[src/rtl/uart_tx_arbiter.sv]
// Four-way round-robin arbiter feeding a single UART transmitter.
// Handshakes with the transmitter through tdre and aborts a load that is never picked up.
module uart_tx_arbiter #(
    parameter int unsigned TIMEOUT = 16
) (
    input  logic        clk,
    input  logic        clr,
    input  logic [3:0]  req,
    input  logic [31:0] req_data,
    output logic [3:0]  ack,
    output logic        tx_ready,
    output logic [7:0]  tx_data,
    input  logic        tx_tdre,
    output logic        busy,
    output logic        err
);

    localparam int unsigned TW = $clog2(TIMEOUT) + 1;

    typedef enum logic [1:0] {
        IDLE,
        LOAD,
        WAIT_START,
        WAIT_DONE
    } state_t;

    state_t        state, state_nxt;
    logic [TW-1:0] timer, timer_nxt;
    logic [1:0]    last, last_nxt;
    logic [3:0]    ack_nxt;
    logic          tx_ready_nxt;
    logic [7:0]    tx_data_nxt;
    logic          busy_nxt;
    logic          err_nxt;

    logic          grant_found;
    logic [1:0]    grant_idx;
    logic [1:0]    cand;

    always_ff @(posedge clk or posedge clr) begin
        if (clr) begin
            state    <= IDLE;
            timer    <= '0;
            last     <= 2'd3;
            ack      <= '0;
            tx_ready <= 1'b0;
            tx_data  <= '0;
            busy     <= 1'b0;
            err      <= 1'b0;
        end else begin
            state    <= state_nxt;
            timer    <= timer_nxt;
            last     <= last_nxt;
            ack      <= ack_nxt;
            tx_ready <= tx_ready_nxt;
            tx_data  <= tx_data_nxt;
            busy     <= busy_nxt;
            err      <= err_nxt;
        end
    end

    // Round-robin search starting just after the last winner, wrapping at 4.
    always_comb begin
        grant_found = 1'b0;
        grant_idx   = last;
        cand        = last;
        for (int unsigned i = 1; i <= 4; i++) begin
            cand = last + 2'(i);
            if (!grant_found && req[cand]) begin
                grant_found = 1'b1;
                grant_idx   = cand;
            end
        end
    end

    always_comb begin
        state_nxt    = state;
        timer_nxt    = timer;
        last_nxt     = last;
        ack_nxt      = '0;
        tx_ready_nxt = 1'b0;
        tx_data_nxt  = tx_data;
        err_nxt      = err;

        case (state)
            IDLE: begin
                if (tx_tdre && grant_found) begin
                    tx_data_nxt        = req_data[{grant_idx, 3'b000} +: 8];
                    ack_nxt[grant_idx] = 1'b1;
                    last_nxt           = grant_idx;
                    state_nxt          = LOAD;
                end
            end
            LOAD: begin
                tx_ready_nxt = 1'b1;
                timer_nxt    = '0;
                state_nxt    = WAIT_START;
            end
            WAIT_START: begin
                if (!tx_tdre) begin
                    state_nxt = WAIT_DONE;
                end else if (timer == TW'(TIMEOUT - 1)) begin
                    err_nxt   = 1'b1;
                    state_nxt = IDLE;
                end else if (timer != '1) begin
                    timer_nxt = timer + 1'b1;
                end
            end
            WAIT_DONE: begin
                if (tx_tdre) begin
                    state_nxt = IDLE;
                end
            end
            default: state_nxt = IDLE;
        endcase

        busy_nxt = (state_nxt != IDLE);
    end

endmodule

[config.mk]
export PLATFORM = sky130hd
export DESIGN_NAME = uart_tx_arbiter
export DESIGN_NICKNAME = d
export VERILOG_FILES = /design/src/rtl/uart_tx_arbiter.sv
export SDC_FILE = /design/constraint.sdc
export NUM_CORES = 1
export LEC_CHECK = 0
export BUFFER_PORTS_ARGS = -buffer_cell sky130_fd_sc_hd__buf_4
export CORE_UTILIZATION = 40
export DETAILED_ROUTE_END_ITERATION = 6
export GPL_TIMING_DRIVEN = 0
export PLACE_DENSITY = 0.71
export RECOVER_POWER = 50
export SYNTH_ARGS = -nofsm -noshare
export SYNTH_HDL_FRONTEND = slang
export SYNTH_SLANG_ARGS = --single-unit
[constraint.sdc]
create_clock -name clk -period 2.4 [get_ports clk]
set_clock_uncertainty 0.15 [all_clocks]
set_input_delay 0.12 -clock clk [delete_from_list [all_inputs] [get_ports clk]]
set_output_delay 0.12 -clock clk [all_outputs]
set_load 0.1 [all_outputs]
Word-level counts from Yosys, hierarchy flattened
Cells that the tools add are included.

Equal/unequal tests: 8. $lt $le $gt $ge: 6. Add/sub/neg operators: 4. Reduce and logical (&&, ||, !) cells: 14. Multiplexer cells: 30. Shifts and indexed selects: 1.

Operator list (number): $shiftx 32x6->8 (1); $mux 2 (8); $lt 2x3->1 const B (5); $mux 5 (3); $mux 1 (10); $pmux 5 s2 (1); $bmux 1 s2 (4); $mux 4 (2); $pmux 2 s4 (1); $ne 2x2->1 const B (3); $add 5x1->5 const B (1); $eq 5x4->1 const B (1); $logic_and 1x1->1 (5); $ne 5x5->1 const B (1); $add 2x2->2 const B (2); $eq 2x2->1 const B (2); $reduce_and 4->1 (1); $reduce_bool 2->1 (2); $logic_not 1->1 (3); $reduce_and 3->1 (1); $add 2x1->2 const B (1); $demux 1 s2 (1); $eq 2x1->1 const B (1); $ge 2x1->1 const B (1); other kinds (2) (2).

Word-level logic and storage cells: 71. Register bits after elaboration: 24. Output and inout bits: 15.

Logic depth before layout (Yosys ltp)
Gate-level depths: netlist of run 1.

Word-level depth: 19. Gate-level depth with buffers: 7. Depth with buffers taken out: 7.

Worst setup path before layout of run 1
Ideal clock, no wire load.

Path type: flip-flop to flip-flop. From: reg last[1]. To: reg tx_data[2]. Data required time: 2.118 ns. Data arrival time: 1.565 ns. Cell stages (with the launch flop): 7. Setup slack: 0.553 ns. Path buffers: 2. Setup time: 0.132 ns. Cells stage by stage: dfstp_2 -> buf_6 -> mux2i_1 -> a221oi_2 -> buf_4 -> mux2i_1 -> a221oi_2.

Word-level cells in the longest chain between the ends: 15.

Ends and longest elaborated chain: start, declared (line 29) `logic [1:0] last, last_nxt;`; start signal, assigned (line 53) `last <= last_nxt;`; branches (longest 15 deep; another with $add 2x1->2); end signal, assigned (line 56) `tx_data <= tx_data_nxt;`; end, declared (line 12) `output logic [7:0] tx_data,`.

Several ways; the timed one is not identified. The select of a mux whose other input is x is not followed. A chain may end at the register's enable or synchronous reset.

Worst setup path in the final report of run 1
Same ends and word-level chain as after synthesis.

==> flow_summary.toml, run 1 <==
[timing]
final.min_clock_period_ps = 2030
post-route-period-util = 0.846
finalSetupViolations = 0
max_slew_margin = 0.193
worst_slew_pin_slew_ps = 1220
final.setup.worst_slack_ps = 369
achievable-frequency_mhz = 492
final_layout_setup_total_negative_slack_ps = 0
setup_repair_after_global_routing_missed_its_margin = "no"
report.final.slew_viol_count = 0
timing_hold_violations_final = 0

[cells_and_area]
drive_gt1_frac = 0.341
final_design_area_no_fill_um2 = 1760
design.final.nets = 219
final_cell_count_no_fill = 220
n_antenna_cell = 0
synthToLayoutAreaGrowth_pct = 34.7

[critical_path]
timing.reg2reg.worst_path_depth = 6
cp_data_arrival_time_ps = 2080
path_delay_family = "flip-flops"
path_cells = "buf_6, mux2i_1, a221oi_2, buf_4, mux2i_1, a221oi_2"
reg2reg_slack_ps = 370
cp.required_ps = 2450
slowest_stage_cell_on_the_critical_path = "dfstp_2"
worst-setup-path-type = "reg2reg"
number_of_buffer_and_inverter_stages_on_the_critical_path = 2
critical_path.reg2reg.startpoint = "last[1]"
cpPeakStageDelay_ps = 550
end_kind = "register"
start_kind = "register"
worst-path-max-fanout = 10
crit-reg2reg-capture = "tx_data[2]"

[routing]
dr.pass1.iters = 4
drc = 0
detail_route.wirelength_mm = 2.96
vias = 1081
via_per_inst = 4.91
antenna_violating_nets_left = 0
drt-initial-drc-count = 16
drt-wirelength-per-cell_um = 13.4

[clock_network]
cts-root-buf = "clkbuf_4"
post_cts.repair.setup_buffers = 0
insertion_delay_of_the_later_clocked_pin_in_the_worst_skew_pair_ps = 310
clk_path_buf_depth = 2
cts_buffers = 3
clock-sinks = 24
clock_tree.htree_level_count = 1
cts.repair.resized = 0
cts-hold-fix-buffers = 2
cts_tree = "done"
cts.clk_slew.worst_paths_ps = 130

[floorplanning]
start_util = 0.424
boundaryPins = 54
fp.coreArea_um2 = 3080
die_h_um = 59.1
die_w_um = 59.1
die_area_um2 = 3500
placement_rows = 20

[synth]
avgSynthCellArea_um2 = 11.2
post_synth_most_frequent_cells = "22 x dfrtp_1, 19 x mux2i_1, 13 x nor2_1, 9 x a221oi_2, 6 x nand3_1"
netlist.area_leader.share = 0.421
post_synth_inst_count = 117
ys_async_sr_fraction = 1.00
synth.cell_area_um2 = 1310
ys_top_cells_by_area = "dfrtp_1 42%, mux2i_1 15%, a221oi_2 10%"
post_synth_num_cell_types = 29
ys_dominant_reg_cell = "dfrtp_1"
synth_top_area_cell = "dfrtp_1"
synth_edf_count = 0
synth.net_count = 159
yosysMostFrequentCell = "dfrtp_1"
ys_warn_count = 0
synth.yosys.seq_area_share = 0.462
postSynthRegisterBits = 24

[placed_design]
dpl.cell_count = 214
dp_hpwl_mm = 2.35
dpl_cell_area_um2 = 1760
buffer_ports.inserted = 53
finalWeightedCongestion = 0.691
placement.setup.worst_slack_ps = 383

[global_routing]
maximum_number_of_pins_on_one_net_before_global_route_repair = 25
antenna_found_initial = 0
groute.usage.overall = 0.179
grt_first_pass_wirelength_mm = 4.71
first_global_vias = 1074
overflow = 0

[worst_hold_path]
hold_path_class = "in2reg"
timing.hold.worst.start = "req_data[27]"
worst_hold_path.endpoint = "tx_data[3]"
min_delay_path_depth = 3

[run_status]
status = "complete, no violations"

[pwr]
power_leakage_nw = 0.884
power.ir.vdd_worst_mv = 0.757
power_density_nw_per_um2 = 1300

[run]
max_cap_violations = 0
metal layers:
| layer | track usage | share of wire |
|---|---|---|
| met1 | 0.219 | 0.42 |
| met2 | 0.318 | 0.54 |
| met3 | 0.0218 | 0.030 |
| met4 | 0.0714 | 0.0078 |
| met5 | 0 | 0 |
cell usage in the layout, fill, tap and decap left out, types with 2 or more instances in the layout:
master	instances
a21oi_1	3
inv_1	4
buf_2	2
mux2i_1	19
buf_4	38
nor2_1	13
buf_6	2
and3_1	3
nand2_1	4
nand2b_1	2
dfrtp_1	22
dlygate4sd3_1	2
ha_1	3
dfstp_2	2
a221oi_2	9
and2_1	2
nand3_1	6
a21o_1	3
o21ai_0	3
clkbuf_4	4
nor2b_1	3
clkbuf_1	17
sequential cells by signal, summed over array words and instances, names as in the netlist:
name and count:
ack 4, timer 5, tx_ready 1, err 1, busy 1, tx_data 8
state 2, last 2
report_power, final:
group / internal, W / switching [W] / leakage, nW
Combinational: 0.000377 / 0.00105 / 0.570
Sequential: 0.000556 / 0.0000945 / 0.293
Clock: 0.0000926 / 0.000118 / 0.0210
through the flow:
step / utilization / hold WS (ps) / total power (W)
5_1_grt: 0.572 / 0.0769 / 0.00241
3_3_place_gp: 0.572 / 209 / 0.00213
6_report: 0.572 / 11.6 / 0.00229
4_1_cts: 0.590 / 7.03 / 0.00238
2_1_floorplan: - / -16.9 / 0.00184
3_5_place_dp: 0.572 / 215 / 0.00217
worst reg2reg max path, stage by stage, from the launching register on:
cell and delay [ps]:
dfstp_2 550, buf_6 110, mux2i_1 90, a221oi_2 410, buf_4 260, mux2i_1 270, a221oi_2 80
cells by family (layout without fill, tap and decap cells):
kind of cell / count (synthesis) / in the layout / synth area share
AND/OR/NAND/NOR: 40 / 40 / 0.161
flip-flops: 24 / 24 / 0.462
AO/OA/AOI/OAI: 19 / 19 / 0.148
multiplexers: 19 / 19 / 0.146
buffers and inverters: 11 / 70 / 0.0479
adder cells (fa/ha/maj): 3 / 3 / 0.0287
XOR/XNOR: 1 / 1 / 0.00671
worst max-delay path by stage:
stage | endpoint | depth (start not counted) | start
after detailed placement | tx_data[2] | 6 | last[1]
after CTS | tx_data[2] | 6 | last[1]
after global routing | tx_data[4] | 6 | last[1]
final | tx_data[2] | 6 | last[1]
after global placement | tx_data[4] | 6 | last[1]
after floorplan | tx_data[2] | 6 | last[1]
cell type report:
cell class | instances | area [µm²]
multi-input cells | 82 | 641
plain buffers | 7 | 47.5
well taps | 44 | 55.1
clock buffers | 4 | 36.3
inverters | 4 | 15.0
repair buffers | 55 | 362
flip-flops and latches | 24 | 603
fillers | 289 | 1320
Power figures use the tool's default switching activity.
==> run 2, diff against run 1 <==
--- a/config.mk
+++ b/config.mk
@@ -9,7 +9,7 @@
 export CORE_UTILIZATION = 40
 export DETAILED_ROUTE_END_ITERATION = 6
 export GPL_TIMING_DRIVEN = 0
-export PLACE_DENSITY = 0.71
+export PLACE_DENSITY = 0.74
 export RECOVER_POWER = 50
 export SYNTH_ARGS = -nofsm -noshare
 export SYNTH_HDL_FRONTEND = slang
==> constraint.sdc (replaced) <==
create_clock -name clk -period 1.83 [get_ports clk]
set_clock_uncertainty 0.15 [all_clocks]
set_input_delay 0.0915 -clock clk [delete_from_list [all_inputs] [get_ports clk]]
set_output_delay 0.0915 -clock clk [all_outputs]
set_load 0.1 [all_outputs]
==> flow_summary.toml, run 2 (synthesis gave the netlist of run 1 again) <==
[cells_and_area]
largest_register_ff_count = 8
postLayoutCoreUtil = 0.742
design.final.nets = 254
synthToLayoutAreaGrowth_pct = 74.8
layout.cells.most_common_list = "44 x buf_4, 30 x dlygate4sd3_1, 22 x dfrtp_1, 15 x clkbuf_2, 12 x nor2_1"
max_flop_register = "tx_data"
drive_gt1_frac = 0.483
layout_commonest_cell = "buf_4"
n_antenna_cell = 0
reg_top3 = "tx_data: 8 flops, timer: 5 flops, ack: 4 flops"

[critical_path]
cp.required_ps = 1930
start_kind = "register"
critical_path.reg2reg.startpoint = "last[1]"
cp_data_arrival_time_ps = 2060
reg2reg_slack_ps = -140
path_delay_family = "flip-flops"
number_of_buffer_and_inverter_stages_on_the_critical_path = 2
crit-reg2reg-capture = "tx_data[1]"
slowest_stage_cell_on_the_critical_path = "dfstp_2"
worst-setup-path-type = "reg2reg"
critPathLaunch = "last[1]"
crit_cells = 6
path_cells = "mux2i_2, a221oi_2, buf_4, buf_4, mux2i_2, a221oi_2"
end_kind = "register"
timing.reg2reg.worst_path_depth = 6
critical_path_destination = "tx_data[1]"
worst-path-max-fanout = 6
cpPeakStageDelay_ps = 650

[timing]
fin_worst_hold_slack_ps = 1.50
finalSetupViolations = 12
post-route-period-util = 1.08
worst_slew_pin_slew_ps = 913
report.final.slew_viol_count = 0
final.min_clock_period_ps = 1970
max_slew_margin = 0.391
final.setup.worst_slack_ps = -139
achievable-frequency_mhz = 508
setup_repair_after_global_routing_missed_its_margin = "yes"
timing_hold_violations_final = 0

[floorplanning]
placement_rows = 20
die_area_um2 = 3500
die_w_um = 59.1
boundaryPins = 54
fp.coreArea_um2 = 3080
start_util = 0.424
die_h_um = 59.1

[clock_network]
cts_tree = "done"
cts-root-buf = "clkbuf_4"
clk_path_buf_depth = 2
clock-sinks = 24
clock_tree.htree_level_count = 1
insertion_delay_of_the_later_clocked_pin_in_the_worst_skew_pair_ps = 330
cts_buffers = 3
cts.clk_slew.worst_paths_ps = 150

[pwr]
power.ir.vdd_worst_mv = 1.10
power_density_nw_per_um2 = 1580
power_leakage_nw = 1.08

[global_routing]
grt_first_pass_wirelength_mm = 6.10
groute.usage.overall = 0.244
overflow = 0
first_global_vias = 1325
antenna_found_initial = 0
maximum_number_of_pins_on_one_net_before_global_route_repair = 25

[placed_design]
finalWeightedCongestion = 0.698
buffer_ports.inserted = 53
dp_hpwl_mm = 2.30

[routing]
via_per_inst = 5.30
antenna_violating_nets_left = 0
vias = 1351
dr.pass1.iters = 4
detail_route.wirelength_mm = 4.43
drc = 0
drt-initial-drc-count = 94
drt-wirelength-per-cell_um = 17.4

[run]
max_cap_violations = 0

[run_status]
failed_checks = "setup timing"
status = "complete, but fails checks"

[worst_hold_path]
hold_path_class = "in2reg"
-- run 2: changes by cell type in the layout (fill, tap and decap cells not counted), sizes merged --
| cell | delta |
|---|---|
| dlygate4sd3 | +28 |
| buf | +7 |
| clkbuf | -1 |
| bufinv | +1 |
-- run 2: tightest hold or removal path: cells and delay by family --
family          cells  cell delay [ps]
buf+inv             1              110
compound gates      1               80
mux                 1              160
-- run 2: report_power, final --
group	internal, W	switching, W
combinational	0.000789	0.00151
clock	0.000222	0.000178
sequential	0.000731	0.000166
-- run 2: worst min path at each step --
stage	from	to	slack, ps	cells after the start
2_1_floorplan	clr	ack[0]	-50	1
5_1_grt	req_data[0]	tx_data[0]	10	3
3_5_place_dp	clr	tx_ready	190	2
3_3_place_gp	clr	tx_ready	180	2
6_report	req_data[0]	tx_data[0]	1	3
4_1_cts	req_data[0]	tx_data[0]	4	3
-- run 2: stage by stage --
step | cell area, µm² | total power (W) | worst slack (ps) | setup TNS (ps) | cells
after floorplan | 1310 | 0.00241 | 3.06 | 0 | 117
after global placement | 1760 | 0.00279 | -117 | -1100 | 214
after detailed placement | 1760 | 0.00283 | -157 | -1560 | 214
after CTS | 2170 | 0.00343 | -68.0 | -374 | 250
after global routing | 2280 | 0.00373 | -194 | -1900 | 255
final | 2280 | 0.00360 | -139 | -1150 | 255
-- run 2: timing repair --
item,CTS,global route
pin swaps,4,4
hold buffers,27,3
setup endpoints to repair,16,19
hold endpoints to repair,31,2
resized for setup,15,22
setup buffers,5,2
gates cloned,1,0
-- run 2: final cells by class --
class	instances	area, µm²
fillers	220	795
multi-input cells	82	773
repair buffers	91	732
flip-flops and latches	24	603
well taps	44	55.1
plain buffers	6	52.6
clock inverters	1	30.0
clock buffers	3	22.5
inverters	4	15.0
-- run 2: routing by layer --
metal,track usage,vias to the layer above,wire length (µm)
met2,0.427,71,2330
met1,0.271,648,1700
met4,0.167,0,218
met3,0.0393,22,193
met5,0,-,0
li1,-,610,-
==> run 3, diff against run 2 <==
--- a/config.mk
+++ b/config.mk
@@ -5,12 +5,14 @@
 export SDC_FILE = /design/constraint.sdc
 export NUM_CORES = 1
 export LEC_CHECK = 0
+export ABC_AREA = 1
 export BUFFER_PORTS_ARGS = -buffer_cell sky130_fd_sc_hd__buf_4
 export CORE_UTILIZATION = 40
 export DETAILED_ROUTE_END_ITERATION = 6
 export GPL_TIMING_DRIVEN = 0
-export PLACE_DENSITY = 0.74
+export PLACE_DENSITY = 0.72
 export RECOVER_POWER = 50
+export REMOVE_ABC_BUFFERS = 1
 export SYNTH_ARGS = -nofsm -noshare
 export SYNTH_HDL_FRONTEND = slang
 export SYNTH_SLANG_ARGS = --single-unit
==> flow_summary.toml, run 3 <==
[critical_path]
crit-reg2reg-capture = "tx_data[3]"
critical_path.reg2reg.startpoint = "last[0]"
cp.required_ps = 1890
cp_data_arrival_time_ps = 2200
start_kind = "register"
worst-path-max-fanout = 8
reg2reg_slack_ps = -310
timing.reg2reg.worst_path_depth = 11
worst-setup-path-type = "reg2reg"
end_kind = "register"

[placed_design]
finalWeightedCongestion = 0.805
dp_hpwl_mm = 2.49
dpl.cell_count = 308
buffer_ports.inserted = 53
placement.setup.worst_slack_ps = -364

[cells_and_area]
reg_top3 = "tx_data: 8 flops, timer: 5 flops, ack: 4 flops"
n_antenna_cell = 0
largest_register_ff_count = 8
layout_commonest_cell = "nand2_1"
synthToLayoutAreaGrowth_pct = 77.1
layout.cells.most_common_list = "63 x nand2_1, 59 x buf_4, 24 x nand3_1, 22 x dfrtp_1, 19 x dlygate4sd3_1"
final_cell_count_no_fill = 364
max_flop_register = "tx_data"
design.final.nets = 359
filler_cell_count = 253
drive_gt1_frac = 0.494
postLayoutCoreUtil = 0.749

[run]
max_cap_violations = 0

[synth]
yosysMostFrequentCell = "nand2_1"
netlist.area_leader.share = 0.353
ys_top_cells_by_area = "dfrtp_1 35%, nand2_1 19%, nand3_1 9.3%"
post_synth_most_frequent_cells = "77 x nand2_1, 29 x nand3_1, 22 x dfrtp_1, 16 x inv_1, 15 x nand2_2"
avgSynthCellArea_um2 = 7.36
synth_edf_count = 0
post_synth_num_cell_types = 32
postSynthRegisterBits = 24
ys_warn_count = 0
ys_dominant_reg_cell = "dfrtp_1"
synth_top_area_cell = "dfrtp_1"
post_synth_inst_count = 212
synth.cell_area_um2 = 1560
ys_async_sr_fraction = 1.00
synth.yosys.seq_area_share = 0.387

[floorplanning]
die_h_um = 64.5
placement_rows = 22
die_w_um = 64.5
fp.coreArea_um2 = 3690
boundaryPins = 54
die_area_um2 = 4150
start_util = 0.423

[clock_network]
clock_tree.htree_level_count = 1
clk_path_buf_depth = 2
cts.clk_slew.worst_paths_ps = 90
cts-root-buf = "clkbuf_8"
cts_tree = "done"
clock-sinks = 24
cts_buffers = 3
insertion_delay_of_the_later_clocked_pin_in_the_worst_skew_pair_ps = 270

[worst_hold_path]
worst_hold_path.endpoint = "tx_data[1]"
timing.hold.worst.start = "req_data[1]"
hold_path_class = "in2reg"
min_delay_path_depth = 5

[timing]
timing_hold_violations_final = 0
final.min_clock_period_ps = 2140
report.final.slew_viol_count = 0
final.setup.worst_slack_ps = -306
post-route-period-util = 1.17
achievable-frequency_mhz = 468
worst_slew_pin_slew_ps = 917
fin_worst_hold_slack_ps = 8.13
setup_repair_after_global_routing_missed_its_margin = "yes"
finalSetupViolations = 20
max_slew_margin = 0.388

[run_status]
status = "complete, but fails checks"
failed_checks = "setup timing"

[global_routing]
groute.layer.met1.usage = 0.302
groute.layer.met2.usage = 0.449
grt_first_pass_wirelength_mm = 8.21
maximum_number_of_pins_on_one_net_before_global_route_repair = 25
first_global_vias = 1772
groute.usage.overall = 0.255
antenna_found_initial = 0
grt_util_met3 = 0.0440
grt_busiest_layer = "met2"
overflow = 0

[routing]
drt-initial-drc-count = 60
vias = 1893
detail_route.wirelength_mm = 5.46
via_per_inst = 5.20
drt-wirelength-per-cell_um = 15.0
dr.pass1.iters = 4
drc = 0
antenna_violating_nets_left = 0
[run 3: cell types whose count changed after synthesis, moves of 4 or more]
cell      before  now
nand2_1        4   77
nand3_1        6   29
mux2i_1       19    0
nand2_2        0   15
inv_1          4   16
a221oi_2       9    0
nand2_4        0    4
nor2_1        13    9
[run 3: kinds of logic after synthesis]
family	count (synthesis)	synth area share
buffers and inverters	24	0.0762
flip-flops	24	0.387
XOR/XNOR	1	0.00561
AO/OA/AOI/OAI	14	0.0577
AND/OR/NAND/NOR	146	0.450
adder cells (fa/ha/maj)	3	0.0241
[run 3: critical path, cell delays in order, from the launching register on]
cell,delay (ps)
dfstp_2,570
buf_12,130
inv_12,50
nand2_4,60
nand2_4,60
nand2_4,90
nand2_4,70
inv_8,60
nand4_1,270
a21oi_4,390
nand2_1,100
nand3_1,70
[run 3: layer usage]
layer | up-vias | part of all wire
met4 | 0 | 0.031
li1 | 895 | -
met1 | 883 | 0.41
met5 | - | 0
met3 | 21 | 0.058
met2 | 94 | 0.51
[run 3: area by class of cell]
class | instances | area [µm²] | area share
tap | 48 | 60.1 | 0.0217
timing repair buffer | 98 | 769 | 0.278
clock buffer | 3 | 41.3 | 0.0149
multi-input combinational | 171 | 1160 | 0.421
clock inverter | 1 | 30.0 | 0.0109
sequential | 24 | 603 | 0.218
inverter | 19 | 96.3 | 0.0349
[run 3: stage by stage]
stage	area [µm²]	setup TNS [ps]
final	2760	-4060
after global placement	1980	-5100
after CTS	2590	-1750
after global routing	2760	-5470
after floorplan	1520	-583
after detailed placement	1980	-5560
[run 3: worst max-delay path by stage]
stage | startpoint | endpoint | slack, ps | cells after the start
2_1_floorplan | timer[0] | timer[3] | -110 | 12
3_3_place_gp | last[0] | tx_data[7] | -330 | 10
3_5_place_dp | last[0] | tx_data[3] | -360 | 10
4_1_cts | last[0] | tx_data[5] | -170 | 11
5_1_grt | last[0] | tx_data[5] | -400 | 11
6_report | last[0] | tx_data[3] | -310 | 11
[run 3: what timing repair did]
item                                    CTS  global route
pin swaps                                26            24
gates resized for setup                  42            31
hold buffers                             19             0
buffers inserted                         16            10
hold endpoints to repair                 33             0
gates cloned                              6             1
endpoints found under the setup margin   20            20
Power of run 3 is not shown: default switching activity piles up to over one toggle a cycle in this logic, so the estimate is an artifact.
